File: config.mk
export PLATFORM = sky130hd
export DESIGN_NAME = mem_ctrl_flat
export DESIGN_NICKNAME = d
export VERILOG_FILES = /design/src/rtl/mem_ctrl_if.sv /design/src/rtl/mem_ctrl.sv /design/src/flat_wrapper.sv
export SDC_FILE = /design/constraint.sdc
export NUM_CORES = 1
export LEC_CHECK = 0
export ABC_AREA = 1
export CORE_ASPECT_RATIO = 1.75
export CORE_MARGIN = 5
export CORE_UTILIZATION = 35
export CTS_BUF_LIST = sky130_fd_sc_hd__clkbuf_4
export CTS_CLUSTER_DIAMETER = 120
export DETAILED_ROUTE_END_ITERATION = 8
export SLEW_MARGIN = 30
export SYNTH_ARGS = -nofsm -noshare
export SYNTH_HDL_FRONTEND = slang
export SYNTH_SLANG_ARGS = --single-unit
File: constraint.sdc
create_clock -name clk_in -period 4.25 [get_ports clk_in]
set_input_delay 0.6375 -clock clk_in [delete_from_list [all_inputs] [get_ports clk_in]]
set_output_delay 0.6375 -clock clk_in [all_outputs]
set_load 0.005 [all_outputs]
File: src/rtl/mem_ctrl_if.sv
// Cache-side request/response and byte-bus signals of the memory controller.
// The controller connects through the slave modport, requesters and the RAM through master.
interface mem_ctrl_if;
    logic        ic_req_en;
    logic [31:0] ic_req_add;
    logic        ic_abort;
    logic        ic_done;
    logic [31:0] ic_dat;

    logic        dc_req_en;
    logic        dc_req_rw;
    logic [1:0]  dc_req_len;
    logic [31:0] dc_req_add;
    logic [31:0] dc_req_dat;
    logic        dc_done;
    logic [31:0] dc_dat;

    logic [7:0]  mem_din;
    logic [7:0]  mem_dout;
    logic [31:0] mem_a;
    logic        mem_wr;
    logic        io_buffer_full;

    modport master (
        output ic_req_en, ic_req_add, ic_abort,
        input  ic_done, ic_dat,
        output dc_req_en, dc_req_rw, dc_req_len, dc_req_add, dc_req_dat,
        input  dc_done, dc_dat,
        output mem_din, io_buffer_full,
        input  mem_dout, mem_a, mem_wr
    );

    modport slave (
        input  ic_req_en, ic_req_add, ic_abort,
        output ic_done, ic_dat,
        input  dc_req_en, dc_req_rw, dc_req_len, dc_req_add, dc_req_dat,
        output dc_done, dc_dat,
        input  mem_din, io_buffer_full,
        output mem_dout, mem_a, mem_wr
    );
endinterface

File: src/rtl/mem_ctrl.sv
// Byte-serial memory controller: arbitrates IC/DC requests (DC first) and serialises
// each 1/2/4-byte transaction onto the 8-bit RAM/IO bus, assembling little-endian reads.
module mem_ctrl (
    input  logic       clk_in,
    input  logic       rst_in,
    input  logic       rdy_in,
    mem_ctrl_if.slave  bus
);
    typedef enum logic [1:0] {IDLE, RD, WR, DONE} state_t;

    state_t      state;
    logic        is_ic;
    logic [1:0]  len;
    logic [31:0] add;
    logic [31:0] dat;
    logic [31:0] asm_r;
    logic [2:0]  cnt;
    logic        mem_wr_r;

    logic [1:0]  cap_idx;
    logic [31:0] asm_next;
    logic        last_cap;
    logic        io_stall;
    logic [31:0] next_a;
    logic [7:0]  next_byte;

    // In RD, cnt is the offset currently on mem_a; byte cnt-1 arrives on mem_din.
    always_comb begin
        cap_idx  = 2'(cnt - 3'd1);
        asm_next = asm_r;
        asm_next[{cap_idx, 3'b000} +: 8] = bus.mem_din;
        last_cap  = (cnt != 3'd0) && (cap_idx == len);
        io_stall  = (add[17:16] == 2'b11) && bus.io_buffer_full;
        next_a    = add + 32'(cnt) + 32'd1;
        next_byte = 8'(dat >> {cnt[1:0] + 2'd1, 3'b000});
    end

    assign bus.mem_wr = mem_wr_r & rdy_in;

    always_ff @(posedge clk_in or negedge rst_in) begin
        if (!rst_in) begin
            state        <= IDLE;
            is_ic        <= 1'b0;
            len          <= '0;
            add          <= '0;
            dat          <= '0;
            asm_r        <= '0;
            cnt          <= '0;
            mem_wr_r     <= 1'b0;
            bus.mem_a    <= '0;
            bus.mem_dout <= '0;
            bus.ic_done  <= 1'b0;
            bus.dc_done  <= 1'b0;
            bus.ic_dat   <= '0;
            bus.dc_dat   <= '0;
        end else if (rdy_in) begin
            bus.ic_done <= 1'b0;
            bus.dc_done <= 1'b0;
            case (state)
                IDLE: begin
                    cnt   <= '0;
                    asm_r <= '0;
                    if (bus.dc_req_en) begin
                        is_ic        <= 1'b0;
                        len          <= bus.dc_req_len;
                        add          <= bus.dc_req_add;
                        dat          <= bus.dc_req_dat;
                        bus.mem_a    <= bus.dc_req_add;
                        bus.mem_dout <= bus.dc_req_dat[7:0];
                        mem_wr_r     <= bus.dc_req_rw &&
                                        !((bus.dc_req_add[17:16] == 2'b11) && bus.io_buffer_full);
                        state        <= bus.dc_req_rw ? WR : RD;
                    end else if (bus.ic_req_en && !bus.ic_abort) begin
                        is_ic     <= 1'b1;
                        len       <= 2'd3;
                        add       <= bus.ic_req_add;
                        bus.mem_a <= bus.ic_req_add;
                        state     <= RD;
                    end
                end
                RD: begin
                    if (is_ic && bus.ic_abort) begin
                        state <= IDLE;
                    end else begin
                        if (cnt != 3'd0)
                            asm_r <= asm_next;
                        if (cnt < {1'b0, len})
                            bus.mem_a <= next_a;
                        if (last_cap) begin
                            if (is_ic) begin
                                bus.ic_done <= 1'b1;
                                bus.ic_dat  <= asm_next;
                            end else begin
                                bus.dc_done <= 1'b1;
                                bus.dc_dat  <= asm_next;
                            end
                            state <= DONE;
                        end
                        cnt <= cnt + 3'd1;
                    end
                end
                WR: begin
                    // mem_wr_r low means the byte on the bus is still pending behind an IO stall.
                    if (mem_wr_r) begin
                        if (cnt[1:0] == len) begin
                            mem_wr_r    <= 1'b0;
                            bus.dc_done <= 1'b1;
                            state       <= DONE;
                        end else begin
                            cnt          <= cnt + 3'd1;
                            bus.mem_a    <= next_a;
                            bus.mem_dout <= next_byte;
                            mem_wr_r     <= !io_stall;
                        end
                    end else begin
                        mem_wr_r <= !io_stall;
                    end
                end
                DONE: state <= IDLE;
                default: state <= IDLE;
            endcase
        end
    end
endmodule

File: src/flat_wrapper.sv
// flat-port wrapper written by rule: the top's interface ports become plain ports
module mem_ctrl_flat 
  (clk_in, rst_in, rdy_in, bus_ic_req_en, bus_ic_req_add, bus_ic_abort, bus_ic_done, bus_ic_dat, bus_dc_req_en, bus_dc_req_rw, bus_dc_req_len, bus_dc_req_add, bus_dc_req_dat, bus_dc_done, bus_dc_dat, bus_mem_din, bus_io_buffer_full, bus_mem_dout, bus_mem_a, bus_mem_wr);
  mem_ctrl_if bus_i ();
  input  logic clk_in;
  input  logic rst_in;
  input  logic rdy_in;
  input wire logic [$bits(bus_i.ic_req_en)-1:0] bus_ic_req_en;
  input wire logic [$bits(bus_i.ic_req_add)-1:0] bus_ic_req_add;
  input wire logic [$bits(bus_i.ic_abort)-1:0] bus_ic_abort;
  output wire logic [$bits(bus_i.ic_done)-1:0] bus_ic_done;
  output wire logic [$bits(bus_i.ic_dat)-1:0] bus_ic_dat;
  input wire logic [$bits(bus_i.dc_req_en)-1:0] bus_dc_req_en;
  input wire logic [$bits(bus_i.dc_req_rw)-1:0] bus_dc_req_rw;
  input wire logic [$bits(bus_i.dc_req_len)-1:0] bus_dc_req_len;
  input wire logic [$bits(bus_i.dc_req_add)-1:0] bus_dc_req_add;
  input wire logic [$bits(bus_i.dc_req_dat)-1:0] bus_dc_req_dat;
  output wire logic [$bits(bus_i.dc_done)-1:0] bus_dc_done;
  output wire logic [$bits(bus_i.dc_dat)-1:0] bus_dc_dat;
  input wire logic [$bits(bus_i.mem_din)-1:0] bus_mem_din;
  input wire logic [$bits(bus_i.io_buffer_full)-1:0] bus_io_buffer_full;
  output wire logic [$bits(bus_i.mem_dout)-1:0] bus_mem_dout;
  output wire logic [$bits(bus_i.mem_a)-1:0] bus_mem_a;
  output wire logic [$bits(bus_i.mem_wr)-1:0] bus_mem_wr;
  assign bus_i.ic_req_en = bus_ic_req_en;
  assign bus_i.ic_req_add = bus_ic_req_add;
  assign bus_i.ic_abort = bus_ic_abort;
  assign bus_ic_done = bus_i.ic_done;
  assign bus_ic_dat = bus_i.ic_dat;
  assign bus_i.dc_req_en = bus_dc_req_en;
  assign bus_i.dc_req_rw = bus_dc_req_rw;
  assign bus_i.dc_req_len = bus_dc_req_len;
  assign bus_i.dc_req_add = bus_dc_req_add;
  assign bus_i.dc_req_dat = bus_dc_req_dat;
  assign bus_dc_done = bus_i.dc_done;
  assign bus_dc_dat = bus_i.dc_dat;
  assign bus_i.mem_din = bus_mem_din;
  assign bus_i.io_buffer_full = bus_io_buffer_full;
  assign bus_mem_dout = bus_i.mem_dout;
  assign bus_mem_a = bus_i.mem_a;
  assign bus_mem_wr = bus_i.mem_wr;
  mem_ctrl u_core (.clk_in(clk_in), .rst_in(rst_in), .rdy_in(rdy_in), .bus(bus_i));
endmodule
==> flow_summary.yaml <==
detailed_routing:
  wl_per_cell_um: 17.0
  drcViolationCount: 0
  ant_nets: 0
  detail_route.vias_per_cell: 4.86
  dr_total_vias: 9824
  totalWireLength_mm: 34.4
  drt-initial-drc-count: 552
  first_pass_iters: 7
pwr:
  seq_power_share_pct: 37.7
  combPwrFrac_pct: 42.5
  p_total_mw: 8.46
  ir_drop_mv: 0.250
  p_int_mw: 4.98
  p_sw_mw: 3.48
  p_leak_nw: 6.27
  pwr-share-clk_pct: 19.7
  power_density_mw_per_mm2: 614
  switching_share_pct: 41.1
logic_synthesis:
  syn_avg_cell_area_um2: 7.75
  ys_seq_elements: 211
  synth.net_count: 1504
  seq_area_frac_synth_pct: 49.6
  synthesis.area_mm2: 0.0106
  yosysWarnings: 0
  yosysUniqueCellTypes: 40
  synthCells: 1373
setup_path:
  slowest_stage: "buf_4"
  cp_top_family: "buffers and inverters"
  crit_required_ps: 4860
  cp-start-kind: "flop"
  path_cells: "inv_1, ha_1, xnor2_1, nor3_4, nand2_2, buf_4, nand2_1, o21ai_1"
  critPathCaptureType: "flop"
  cp_slowest_stage_delay_ps: 520
  startpoint: "u_core.cnt[0]"
  arrival_ps: 3440
  critical_path_class: "reg -> reg"
  r2r-start: "u_core.cnt[0]"
  critPathBufInv: 2
  crit_fanout: 50
floorplanning:
  dieArea_mm2: 0.0341
  coreArea_mm2: 0.0301
  num_rows: 84
  chipWidth_um: 142
  initial_utilization_pct: 35.4
  ios: 221
  die_height_um: 241
place:
  routabilityCongestion: 0.939
  io_buffers: 220
  hpwlAfterDp_mm: 25.4
sta:
  rsz0062_at_grt: "no"
  hold_ws_ps: 440
  timing.final.crit_share_pct: 66.7
  hold_viol_final: 0
  slew_headroom_pct: 47.0
  drv_slew: 0
  layout_min_cycle_time_ps: 2830
  worst_pin_slew_ps: 795
  setup_viol: 0
  fin_skew_ps: 66.1
  setup_tns_ps: 0
  timing.fmax_mhz: 353
cells_and_area:
  layout-drive-gt1-share_pct: 8.26
  area_growth_pct: 29.5
  final_common_cell: "nand2_1"
  fin_nets: 1728
  final_cell_mix: "nand2_1, clkdlybuf4s50_1, dfrtp_1, nor2_1, inv_1"
global_route:
  grt_first_pass_wirelength_mm: 54.1
  grt_pass1_vias: 10035
  grt_max_degree: 110
  antenna_found_initial: 1
  track_usage_pct: 20.2
  grt-ovfl-total: 0
cts:
  cts.sinks: 211
  clock_latency_ps: 720
  h-tree-depth: 2
  clockRootBuffer: "clkbuf_4"
  numCtsBuffers: 53
  post_cts_resized: 0
  clk_pin_slew_worst_paths_ps: 70
  clockBufferDepth: 3
  cts_tree: "built"
  cts.hold.buffers_added: 0
  cts_setup_buffers: 0
hold_path:
  hp-class: "in -> async"
flow_run:
  maxCapViolCount: 0
status:
  status: "finished clean"
cell type report:
type / instances / area [um2]
diodes: 1 / 2.50
clock buffers: 76 / 571
clock inverters: 17 / 72.6
fillers: 3139 / 16300
inverters: 118 / 445
multi-input cells: 978 / 4550
flip-flops and latches: 211 / 5280
well taps: 387 / 484
repair buffers: 235 / 2370
state kept, by name, summed over array words and instances, names as in the netlist, 2 cells and up:
register             count
u_core.bus.dc_dat       32
u_core.cnt               3
u_core.add              32
u_core.bus.ic_dat       32
u_core.bus.mem_dout      8
u_core.state             2
u_core.len               2
u_core.bus.mem_a        32
u_core.asm_r            32
u_core.dat              32
metal layers:
layer  GRT usage [%]  part of all wire (%)  vias up
met3            3.37                   5.0       86
met1            21.6                    36     4537
met5               0                     0        -
li1                -                     -     4897
met4            10.1                   4.9        0
met2            38.0                    54      304
per-stage QoR:
stage,setup WS (ps),util [%],area [um2],cells
floorplan,2010,-,10600,1373
global placement,977,43.5,13100,1926
detailed placement,952,43.5,13100,1926
CTS,1160,45.6,13700,2019
global route,1190,45.8,13800,2023
finish,1420,45.8,13800,2023
power groups by stage:
stage	registers (mW)	logic, mW	clock network [mW]
2_1_floorplan	3.11	2.14	0
3_3_place_gp	3.21	3.60	0
3_5_place_dp	3.22	3.63	0
4_1_cts	3.19	3.65	1.74
5_1_grt	3.27	4.06	1.83
6_report	3.19	3.60	1.67
worst paths after layout:
path | to | slack, ps | cells past startpoint
worst max-delay path | u_core.bus.ic_dat[20] | 1420 | 8
worst min-delay path | u_core.dat[13] | 440 | 2
worst max register to register | u_core.bus.ic_dat[20] | 1420 | 8
worst min register to register | u_core.dat[4] | 470 | 2
max in group asynchronous | u_core.bus.ic_dat[21] | 2660 | 4
min in group clk_in | u_core.dat[4] | 470 | 2
worst register-to-register path, cell delays in order, from the launching register on:
cell	delay, ps
dfrtp_1	380
inv_1	420
ha_1	450
xnor2_1	310
nor3_4	90
nand2_2	310
buf_4	520
nand2_1	150
o21ai_1	110
cell usage after synthesis:
| master | n | area (um2) |
|---|---|---|
| dfrtp_1 | 211 | 5280 |
| nor2_2 | 2 | 12.5 |
| a21oi_1 | 18 | 90.1 |
| nand3_2 | 1 | 10.0 |
| buf_2 | 22 | 110 |
| buf_4 | 5 | 37.5 |
| nand2_2 | 1 | 6.26 |
| nand3b_2 | 1 | 11.3 |
| o211ai_1 | 7 | 52.6 |
| a41oi_1 | 1 | 8.76 |
| buf_1 | 5 | 18.8 |
| a22oi_1 | 13 | 97.6 |
| o21ai_0 | 60 | 300 |
| fa_1 | 1 | 20.0 |
| clkbuf_1 | 24 | 90.1 |
| a31oi_1 | 15 | 93.8 |
| o21ai_1 | 65 | 325 |
| buf_6 | 10 | 113 |
| o2111ai_1 | 1 | 8.76 |
| xor2_1 | 5 | 43.8 |
| nand3_1 | 58 | 290 |
| nand2_1 | 497 | 1870 |
| or2_2 | 2 | 12.5 |
| ha_1 | 16 | 200 |
| inv_1 | 111 | 417 |
| o31ai_2 | 1 | 12.5 |
| nand3_4 | 1 | 17.5 |
| o22ai_1 | 48 | 300 |
| nand4_1 | 5 | 31.3 |
| inv_4 | 1 | 6.26 |
| nor4_1 | 1 | 6.26 |
| xnor2_1 | 1 | 8.76 |
| nand4_4 | 1 | 21.3 |
| a21oi_2 | 4 | 35.0 |
| mux2i_1 | 1 | 10.0 |
| nor2_4 | 3 | 33.8 |
| nor3_4 | 1 | 16.3 |
| inv_2 | 6 | 22.5 |
| o21ai_2 | 10 | 87.6 |
| nor2_1 | 137 | 514 |
cells by family after synthesis:
| group | count (synthesis) | share of synthesized area (%) |
|---|---|---|
| buffers and inverters | 184 | 7.66 |
| and+or+nand+nor | 711 | 26.8 |
| xor gates and xnor gates | 6 | 0.494 |
| adders and majority gates | 17 | 2.07 |
| DFF | 211 | 49.6 |
| muxes | 1 | 0.0941 |
| AOI/OAI and AO/OA | 243 | 13.3 |
Power figures use the tool's default switching activity.
